$ cat config.mk
export PLATFORM = sky130hd
export DESIGN_NAME = uart_tx_sched
export DESIGN_NICKNAME = d
export VERILOG_FILES = /design/src/rtl/uart_pkg.sv /design/src/rtl/rr_arbiter.sv /design/src/rtl/uart_tx_sched.sv
export SDC_FILE = /design/constraint.sdc
export NUM_CORES = 1
export LEC_CHECK = 0
export ABC_CLOCK_PERIOD_IN_PS = 2920
export CELL_PAD_IN_SITES_DETAIL_PLACEMENT = 1
export CELL_PAD_IN_SITES_GLOBAL_PLACEMENT = 1
export CORE_MARGIN = 2
export CORE_UTILIZATION = 30
export CTS_CLUSTER_SIZE = 10
export DETAILED_ROUTE_END_ITERATION = 8
export PLACE_DENSITY = 0.61
export SYNTH_ARGS = -nofsm -noshare
export SYNTH_HDL_FRONTEND = slang
export SYNTH_SLANG_ARGS = --single-unit
export TNS_END_PERCENT = 50
$ cat constraint.sdc
create_clock -name clk -period 2.92 [get_ports clk]
set_input_delay 0.876 -clock clk [delete_from_list [all_inputs] [get_ports clk]]
set_output_delay 0.876 -clock clk [all_outputs]
set_load 0.005 [all_outputs]
$ cat src/rtl/uart_pkg.sv
// Shared types and defaults for the UART transmit scheduler.
// Imported by the scheduler top and its arbiter.
package uart_pkg;

  typedef enum logic [1:0] {
    IDLE,
    LOAD,
    START,
    RELEASE
  } sched_st_t;

  localparam int UART_W      = 8;
  localparam int DEF_BAUD    = 9600;
  localparam int DEF_TIMEOUT = 2_000_000;

  function automatic int idx_w(input int n);
    return (n > 1) ? $clog2(n) : 1;
  endfunction

endpackage

$ cat src/rtl/rr_arbiter.sv
// Combinational round-robin pick: first valid requester
// strictly after last_gnt, with wrap-around.
module rr_arbiter
  import uart_pkg::*;
#(
  parameter int NREQ = 2,
  parameter int IW   = idx_w(NREQ)
) (
  input  logic [NREQ-1:0] req,
  input  logic [IW-1:0]   last_gnt,
  output logic            any,
  output logic [NREQ-1:0] gnt_oh,
  output logic [IW-1:0]   gnt_idx
);

  logic [IW-1:0] j;

  always_comb begin
    any     = 1'b0;
    gnt_oh  = '0;
    gnt_idx = last_gnt;
    j       = '0;
    for (int off = 1; off <= NREQ; off++) begin
      j = IW'((int'(last_gnt) + off) % NREQ);
      if (!any && req[j]) begin
        any        = 1'b1;
        gnt_oh[j]  = 1'b1;
        gnt_idx    = j;
      end
    end
  end

endmodule

$ cat src/rtl/uart_tx_sched.sv
// Round-robin, message-locked scheduler sharing one UART transmitter,
// with a level start/done handshake and a timeout watchdog.
module uart_tx_sched
  import uart_pkg::*;
#(
  parameter int NREQ    = 2,
  parameter int W       = UART_W,
  parameter int TIMEOUT = DEF_TIMEOUT
) (
  input  logic            clk,
  input  logic            rst_l,
  input  logic [NREQ-1:0] req_valid,
  input  logic [NREQ*W-1:0] req_data,
  input  logic [NREQ-1:0] req_last,
  output logic [NREQ-1:0] req_ready,
  output logic [NREQ-1:0] grant,
  output logic            tx_start,
  output logic [W-1:0]    tx_data,
  input  logic            tx_done,
  output logic            busy,
  output logic            err
);

  localparam int IW = idx_w(NREQ);
  localparam int CW = $clog2(TIMEOUT + 1);

  sched_st_t state, nxt;

  logic            done_m, done_s;
  logic [IW-1:0]   last_gnt;
  logic            last_flag;
  logic [CW-1:0]   cnt;
  logic            tmo;
  logic            own_valid;
  logic            ld_gnt, clr_gnt;

  logic            arb_any;
  logic [NREQ-1:0] arb_oh;
  logic [IW-1:0]   arb_idx;

  rr_arbiter #(
    .NREQ (NREQ),
    .IW   (IW)
  ) u_arb (
    .req      (req_valid),
    .last_gnt (last_gnt),
    .any      (arb_any),
    .gnt_oh   (arb_oh),
    .gnt_idx  (arb_idx)
  );

  // tx_done comes from the divided transmitter clock
  always_ff @(posedge clk or negedge rst_l) begin
    if (!rst_l) begin
      done_m <= 1'b0;
      done_s <= 1'b0;
    end else begin
      done_m <= tx_done;
      done_s <= done_m;
    end
  end

  assign tmo       = (cnt == CW'(TIMEOUT));
  assign own_valid = req_valid[last_gnt];

  always_comb begin
    nxt     = state;
    ld_gnt  = 1'b0;
    clr_gnt = 1'b0;
    err     = 1'b0;
    unique case (state)
      IDLE: begin
        if (arb_any) begin
          ld_gnt = 1'b1;
          nxt    = LOAD;
        end
      end
      LOAD: nxt = START;
      START: begin
        if (done_s) begin
          nxt = RELEASE;
        end else if (tmo) begin
          err = 1'b1;
          nxt = RELEASE;
        end
      end
      RELEASE: begin
        if (!done_s || tmo) begin
          err = done_s;
          if (!last_flag && own_valid) begin
            nxt = LOAD;
          end else begin
            clr_gnt = 1'b1;
            nxt     = IDLE;
          end
        end
      end
      default: nxt = IDLE;
    endcase
  end

  always_ff @(posedge clk or negedge rst_l) begin
    if (!rst_l) state <= IDLE;
    else        state <= nxt;
  end

  // Counter restarts on every state change and saturates.
  always_ff @(posedge clk or negedge rst_l) begin
    if (!rst_l)              cnt <= '0;
    else if (nxt != state)   cnt <= '0;
    else if (!tmo)           cnt <= cnt + CW'(1);
  end

  always_ff @(posedge clk or negedge rst_l) begin
    if (!rst_l) begin
      grant    <= '0;
      last_gnt <= IW'(NREQ - 1);
    end else if (ld_gnt) begin
      grant    <= arb_oh;
      last_gnt <= arb_idx;
    end else if (clr_gnt) begin
      grant    <= '0;
    end
  end

  always_ff @(posedge clk or negedge rst_l) begin
    if (!rst_l) begin
      tx_data   <= '0;
      last_flag <= 1'b0;
    end else if (state == LOAD) begin
      tx_data   <= req_data[int'(last_gnt)*W +: W];
      last_flag <= req_last[last_gnt];
    end
  end

  assign req_ready = (state == LOAD) ? grant : '0;
  assign tx_start  = (state == START);
  assign busy      = (state != IDLE);

endmodule

# --- After elaboration in Yosys (flattened, before gate mapping) ---
# Index checks and enable logic that the tools add are counted.
totals:
  latch_bits: 0
  n_memories: 0
  ram_bits: 0
  romBits: 0
  inputBits: 23
  register_bits: 37
  output_inout_bits: 15
  elab_cells: 75
classes:
  mul: 0
  mux: 38
  n_shift: 1
  div_mod_pow: 0
  eq_ne: 6
  add_sub_neg: 3
  n_reduce_logical: 13
  bitwise: 1
  magnitude_cmp: 5
op_table:
  columns: ["operator", "count"]
  rows:
  - ["two-way mux 21 bit", 2]
  - ["two-way mux 1 bit", 23]
  - ["adder 21 x 1 -> 21 bit, second input constant", 1]
  - ["equality test 21 bit, second input constant", 1]
  - ["two-way mux 2 bit", 9]
  - ["indexed part select 16 x 5 -> 8 bit", 1]
  - ["case mux 2 bit (4 select lines)", 1]
  - ["less-than comparator 1 x 2 -> 1 bit, second input constant", 3]
  - ["nonzero test 2 bit", 3]
  - ["equality test 2 bit, second input constant", 2]
  - ["logical AND 1 bit", 4]
  - ["logical NOT 1 bit", 3]
  - ["adder 1 bit, second input constant", 2]
  - ["demux 1 bit (select 1 bit)", 2]
  - ["equality test 2 x 1 -> 1 bit, second input constant", 1]
  - ["greater-or-equal comparator 1 bit, second input constant", 2]
  - ["logical NOT 2 bit", 1]
  - ["inequality test 2 x 1 -> 1 bit, second input constant", 1]
  - ["inequality test 2 bit", 1]
  - ["OR 2 bit", 1]
  - ["case mux 1 bit (2 select lines)", 1]
  - ["AND reduction 2 bit", 1]
  - ["logical OR 1 bit", 1]

# --- Depth between registers and ports, before layout ---
# Gate-level depths: netlist (run 1).
depth:
  depth_word: 11
  depth_mapped: 7
  ltp_nobuf: 6

# --- Modules after synthesis ---
# A second synthesis (run 1) with hierarchy kept.
hier_totals:
  hier_cells: 208
  hier_area_um2: 1963.1
modules_own_cells:
  columns: ["mod", "seq_area_each_um2", "cells_each", "n_inst", "area_each_um2"]
  rows:
  - ["uart_tx_sched", 927.1, 202, 1, 1928.1]
  - ["rr_arbiter", 0.0, 6, 1, 35.0]

# --- Worst setup path after synthesis (run 1) ---
# No wires, ideal clock.
synth_path:
  path_type: "register to output"
  from: "register cnt[0]"
  to: "output err"
  n_path_buf: 0
  arrival_time_ns: 1.280
  path_slack_ns: 0.764
  t_required_ns: 2.044
  path_stages_with_launch: 6
  path_cell_list: "dfrtp_1 > inv_1 > ha_1 > nor4b_1 > nand3_1 > nor3_1"
synth_via:
  elab_chain_len: 4
  word_cells_on_any_way: 6
  classes_between: "1 x eq/ne; 4 x mux; 1 x reduce/logical"
synth_rtl:
  columns: ["element", "line_no", "source"]
  rows:
  - ["start, declared", "uart_tx_sched.sv:32", "logic [CW-1:0] cnt;"]
  - ["start signal, assigned", "uart_tx_sched.sv:111", "else if (!tmo) cnt <= cnt + CW'(1);"]
  - ["equality test 21 bit *", "uart_tx_sched.sv:63", "assign tmo = (cnt == CW'(TIMEOUT));"]
  - ["two-way mux 1 bit or logical OR 1 bit (tied branches)", "uart_tx_sched.sv:82, uart_tx_sched.sv:88", null]
  - ["two-way mux 1 bit (on tied branches)", "uart_tx_sched.sv:80, uart_tx_sched.sv:88", null]
  - ["case mux 1 bit (2 select lines) *", "uart_tx_sched.sv:71", "unique case (state)"]
  - ["end, declared", "uart_tx_sched.sv:21", "output logic err"]
# Mark *: on every way between the ends. The rest lies on a longest branch, timed or not.

# --- Worst setup path after layout (run 1) ---
layout_path:
  from: "register state[1]"
  to: "output req_ready[1]"
layout_via:
  elab_chain_len: 2
layout_rtl:
  columns: ["element", "line_no", "source"]
  rows:
  - ["start, declared", "uart_tx_sched.sv:27", "sched_st_t state, nxt;"]
  - ["start signal, assigned", "uart_tx_sched.sv:104", "else state <= nxt;"]
  - ["equality test 2 x 1 -> 1 bit", "uart_tx_sched.sv:136", "assign req_ready = (state == LOAD) ? grant : '0;"]
  - ["two-way mux 2 bit", "uart_tx_sched.sv:136", null]
  - ["end, declared", "uart_tx_sched.sv:15", "output logic [NREQ-1:0] req_ready,"]
# No other way between the ends.

==> impl_results.md, run 1 <==
* Hold Path Sink: done_s
* Post-detail-place hpwl at 3632 microns
* Vias/cell at 5.143
* DRT antenna net count at 0
* Fillers at 728
* Clock Pin Slew Worst Setup and Hold Paths at 70 ps
* Hold Path Depth at 0
* Distinct cells, synth at 40
* Worst reg-to-reg setup slack at 780 ps
* Seq/Total Area, Yosys at 48.24%
* Layout cells sized above 1 at 9.426%
* Final core utilization at 40.10%
* Setup TNS at 0 ps
* Worst hold-check path type: register to register
* Most frequent cells in the layout: 36 x dfrtp_1, 35 x clkdlybuf4s50_1, 21 x nor2_1
* Crit-path leading delay family: buffers and inverters
* Die ar. at 7063 sq um
* Wire per inst at 15.38 microns
* Cell area power density at 702.6 nW/um^2
* RSZ-0062 raised after global routing: false
* Critical Path End Type: output port
* Gate power share at 38.5%
* First-pass GRT wire length at 8445 microns
* Flop pwr share at 41.9%
* Gr usage total at 14.97%
* WL final at 4938 microns
* Slowest-stage cell, CP: clkdlybuf4s50_1
* Hold-fix buffers, CTS at 0
* DR pass1 iterations at 4
* Initial Utilization at 30.62%
* CTS sink count at 37
* Root Driver: clkbuf_8
* Critical path arrival at 1630 ps
* Register bit count reported by yosys at 37
* Hold path start: done_m
* GR Overflow Total at 0
* Syn nets at 224
* Post-synth EDFFs at 0
* Placer's final routability congestion estimate at 0.7787
* Leak at 0.001052 uW
* Clock buffer depth at 2
* Async SR Flop Fraction at 100.0%
* Peak VDD IR at 0.0002891 V
* Outcome: completed
* R2R Path End: cnt[20]
* Worst path max stage delay at 500 ps
* Vias in the first global route at 1734
* Post-Syn Area at 1922 sq um
* Worst Setup Start Kind: register
* WP buf/inv at 2
* Worst rel slew slack at 43.96%
* CTS tree: yes
* Commonest non-fill, non-tap cell in the layout: dfrtp_1
* Critical R2R Launch: cnt[0]
* Skew-Pair Late Insertion Delay at 280 ps
* Clock share of power at 19.5%
* Mean post-synth cell area at 9.658 sq um
* Final instance area at 2517 sq um
* Dpl ws at 225.0 ps
* Synthesized instance count at 199
* Layout area overhead at 30.99%
* WS Path Type: register to output port
* Area of placed instances at 2404 sq um
* H-tree levels at 2
* Worst endpoint required time at 2040 ps
* Max Cap Viol at 0
* Die X at 84.04 microns
* I/O Buffers at 37
* Clock period minus worst slack at 2511 ps
* Row count at 29
* Boundary Pins at 38
* Worst-margin pin slew at 840.6 ps
* Vias at 1651
* Clock Skew at 6.004 ps
* R2r worst-path depth at 6
* Internal power at 1156 uW
* Pwr Total at 1769 uW
* Fmax achieved at 0.3983 GHz
* Top FF cell, synth: dfrtp_1
* Largest net degree at the start of global routing at 38
* Core Region at 6277 sq um
* Worst-path fanout max at 9
* Die Y at 84.04 microns
* Total net switching power at 613.1 uW
* YS warnings at 0
* Initial drt markers at 38
* Switching Fraction at 34.67%
* Fin. Hold Viols at 0
* Final Max Slew Viols at 0
* Worst setup margin at 409.3 ps
* Diodes inserted at 0
* Final nets at 268
* Drc violations at 0
* Setup violators final at 0
* Ordered list of cells on the worst path: inv_1 -> nand2_1 -> nor2_1 -> clkdlybuf4s50_1
* Period utilisation layout at 85.98%
* Initial antenna violation count at 0
* TritonCTS Buffers at 5
==> routing by layer <==
layer / vias to the layer above / routed length (microns) / track usage, %
met1: 824 / 2242 / 19.59
met5: - / 0 / 0
li1: 801 / - / -
met2: 22 / 2513 / 24.96
met3: 4 / 130 / 3.066
met4: 0 / 52 / 4.399
==> power by group through the flow <==
stage | clock network [uW] | registers, uW | logic (uW)
after global placement | 0 | 753 | 660
after detailed placement | 0 | 759 | 673
final | 346 | 742 | 681
after global routing | 383 | 762 | 753
after CTS | 365 | 745 | 691
after floorplan | 0 | 691 | 389
==> synth_stat cells, types with 2 or more instances <==
| master | count | area, sq um |
|---|---|---|
| dfrtp_1 | 36 | 900.9 |
| nor2_1 | 21 | 78.83 |
| nand2_1 | 16 | 60.06 |
| o21ai_0 | 13 | 65.06 |
| a21oi_1 | 11 | 55.05 |
| xnor2_1 | 11 | 96.34 |
| mux2i_1 | 10 | 100.1 |
| nand3_1 | 10 | 50.05 |
| inv_1 | 7 | 26.28 |
| or4_1 | 6 | 45.04 |
| clkbuf_1 | 5 | 18.77 |
| nand4_1 | 4 | 25.02 |
| nor3_1 | 4 | 20.02 |
| nor4b_1 | 4 | 35.03 |
| o31ai_1 | 4 | 30.03 |
| or3_1 | 4 | 25.02 |
| and3_1 | 3 | 18.77 |
| nor4_1 | 3 | 18.77 |
| buf_2 | 2 | 10.01 |
| ha_1 | 2 | 25.02 |
| nand2b_1 | 2 | 12.51 |
| nand3b_1 | 2 | 15.01 |
| xor2_1 | 2 | 17.52 |
==> logic make-up (layout without fill, tap and decap cells) <==
family | after synthesis | in the layout | synth area share [%]
XOR/XNOR | 13 | 13 | 5.925
buffers and inverters | 15 | 60 | 3.060
adder cells (fa/ha/maj) | 2 | 2 | 1.302
multiplexers | 11 | 11 | 5.794
AO/OA/AOI/OAI | 37 | 37 | 11.78
AND/OR/NAND/NOR | 84 | 84 | 23.89
flip-flops | 37 | 37 | 48.24
==> worst max path at each step <==
stage	start	endpoint	slack [ps]	cells past startpoint
2_1_floorplan	cnt[0]	err	760	5
3_3_place_gp	cnt[0]	err	270	6
3_5_place_dp	cnt[0]	err	220	6
4_1_cts	cnt[1]	err	20	6
5_1_grt	cnt[1]	err	280	6
6_report	state[1]	req_ready[1]	410	4
==> what timing repair did <==
item                                    in CTS  in global routing
setup buffers                                1                  0
endpoints found under the setup margin       1                  1
pin swaps                                    0                  0
resized for setup                            2                  2
==> final cells by class <==
| type | count | area (sq um) | share of cell area [%] |
|---|---|---|---|
| clock buffers | 6 | 72.57 | 2.883 |
| inverters | 7 | 26.28 | 1.044 |
| well taps | 77 | 96.34 | 3.827 |
| clock inverters | 2 | 10.01 | 0.3976 |
| multi-input cells | 147 | 957.2 | 38.02 |
| flip-flops and latches | 37 | 927.1 | 36.83 |
| repair buffers | 45 | 427.9 | 17.00 |
==> flip-flops by register name (all words and copies together), names as in the netlist <==
| name | count |
|---|---|
| last_gnt | 1 |
| last_flag | 1 |
| grant | 2 |
| cnt | 21 |
| done_s | 1 |
| state | 2 |
| done_m | 1 |
| tx_data | 8 |
==> metrics by stage <==
| stage | hold WS (ps) | std cells |
|---|---|---|
| final | 362.1 | 321 |
| after global routing | 367.7 | 321 |
| after CTS | 363.9 | 321 |
| after detailed placement | 338.0 | 312 |
| after global placement | 349.2 | 312 |
| after floorplan | 331.2 | 199 |
(Power assumes the default switching activity.)
==> inputs of run 2 (changes only) <==
TNS_END_PERCENT = 5   (was 50)
==> results of run 2 <==
The final DEF is identical to that of run 1; final timing and power are the same.
==> inputs of run 3 (changes only) <==
HOLD_SLACK_MARGIN = 0.15   (was default)
RECOVER_POWER = 25   (was default)
SKIP_LAST_GASP = 1   (was default)
==> run 3 against run 2 <==
Hold slack unchanged. Die area unchanged. Critical path type unchanged. Sequential power barely moved. Largest power group unchanged. Register-to-register slack about the same. Critical path depth did not move.
==> impl_results.md, run 3 (synthesis results as in run 1) <==
* Outcome: completed
* Final Max Slew Viols at 0
* Row count at 29
* Clock Skew at 6.004 ps
* RSZ-0062 raised after global routing: false
* Clock period minus worst slack at 2511 ps
* Placer's final routability congestion estimate at 0.7787
* Most frequent cells in the layout: 36 x dfrtp_1, 25 x clkdlybuf4s50_1, 21 x nor2_1
* Layout area overhead at 30.99%
* Multi-input gate area at 957.2 sq um
* Cell area power density at 701.6 nW/um^2
* Final instance area at 2517 sq um
* Reg area at 927.1 sq um
* Vias at 1651
* H-tree levels at 2
* Worst path max stage delay at 500 ps
* Clock share of power at 19.6%
* WS Path Type: register to output port
* Period utilisation layout at 85.98%
* Vias/cell at 5.143
* Ordered list of cells on the worst path: inv_1 -> nand2_1 -> nor2_1 -> clkdlybuf4s50_1
* Initial drt markers at 38
* Internal power at 1153 uW
* Gr usage total at 14.97%
* CTS tree: yes
* Die ar. at 7063 sq um
* Max reg flops at 21
* Drc violations at 0
* DRT antenna net count at 0
* Worst-margin pin slew at 840.6 ps
* WL final at 4934 microns
* Worst rel slew slack at 43.96%
* CTS sink count at 37
* Setup TNS at 0 ps
* Switching Fraction at 34.73%
* Root Driver: clkbuf_8
* Peak VDD IR at 0.0002887 V
* Core Region at 6277 sq um
* Diodes inserted at 0
* Worst-path fanout max at 9
* Worst reg-to-reg setup slack at 780 ps
* First-pass GRT wire length at 8445 microns
* Final nets at 268
* Clock buffer depth at 2
* Regs by FF count: cnt (21), tx_data (8)
* Layout cells sized above 1 at 9.426%
* Initial Utilization at 30.62%
* TritonCTS Buffers at 5
* Most used routing layer in global routing: met2
* GRT met3 Usage at 3.066%
* Top reg by flops: cnt
* Dpl ws at 225.0 ps
* Fin. Hold Viols at 0
* Worst Setup Start Kind: register
* Post-detail-place hpwl at 3632 microns
* Critical Path End Type: output port
* Flop pwr share at 42.0%
* Die X at 84.04 microns
* DR pass1 iterations at 4
* Critical path arrival at 1630 ps
* Skew-Pair Late Insertion Delay at 280 ps
* GR Overflow Total at 0
* GR Util met1 at 19.59%
* Routing usage on met2 at 24.96%
* Worst setup margin at 409.3 ps
* Hold Path Depth at 0
* Initial antenna violation count at 0
* Worst hold-check path type: register to register
* Fmax achieved at 0.3983 GHz
* Area of placed instances at 2404 sq um
* Largest net degree at the start of global routing at 38
* Clock Pin Slew Worst Setup and Hold Paths at 70 ps
* Total net switching power at 613.3 uW
* Worst endpoint required time at 2040 ps
* Slowest-stage cell, CP: clkdlybuf4s50_1
* Vias in the first global route at 1734
* Die Y at 84.04 microns
* Gate power share at 38.4%
* I/O Buffers at 37
* Leak at 0.001054 uW
* R2r worst-path depth at 6
* Max Cap Viol at 0
* Wire per inst at 15.37 microns
* Commonest non-fill, non-tap cell in the layout: dfrtp_1
* Fillers at 728
* Boundary Pins at 38
* Setup violators final at 0
run 3: changes by cell type in the layout (fill, tap and decap cells not counted), sizes merged:
cell           delta
clkdlybuf4s50    -10
dlygate4sd3      +10
run 3: stage by stage:
| step | util [%] | hold slack, ps | std cells | power, uW |
|---|---|---|---|---|
| floorplan | - | 331.2 | 199 | 1080 |
| global placement | 38.29 | 349.2 | 312 | 1413 |
| detailed placement | 38.29 | 338.0 | 312 | 1431 |
| CTS | 39.92 | 363.9 | 321 | 1801 |
| global route | 40.10 | 367.7 | 321 | 1895 |
| finish | 40.10 | 362.1 | 321 | 1766 |
run 3: what timing repair did:
action                                  4_1_cts  5_1_grt
pin swaps                                     0        0
setup buffers                                 1        0
gates resized for setup                       2        2
endpoints found under the setup margin        1        1
hold buffers                                  0        0
run 3: power by group through the flow:
| stage | Combinational (uW) | Sequential [uW] | Clock [uW] |
|---|---|---|---|
| final | 679 | 742 | 346 |
| after global routing | 750 | 762 | 383 |
| after CTS | 691 | 745 | 365 |
| after detailed placement | 673 | 759 | 0 |
| after global placement | 660 | 753 | 0 |
| after floorplan | 389 | 691 | 0 |
run 3: worst paths after layout:
path | from | end
worst max-delay path | state[1] | req_ready[1]
worst min-delay path | done_m | done_s
worst max register to register | cnt[0] | cnt[20]
worst min register to register | done_m | done_s
max in group asynchronous | rst_l | cnt[10]
min in group asynchronous | rst_l | grant[0]
run 3: final cells by class:
class	instances	area share, %
flip-flops and latches	37	36.83
clock buffers	6	2.883
multi-input cells	147	38.02
well taps	77	3.827
repair buffers	45	17.00
inverters	7	1.044
clock inverters	2	0.3976
run 3: worst max-delay path, delay by kind of cell, from the launching register on:
family                 cells  cell delay, ps
buffers and inverters      2             690
flip-flops                 1             470
AND/OR/NAND/NOR            2             190
run 3: layer usage:
layer	vias to the layer above	wire length, microns
met5	-	0
met4	0	52
met3	4	129
met2	22	2511
met1	824	2241
li1	801	-
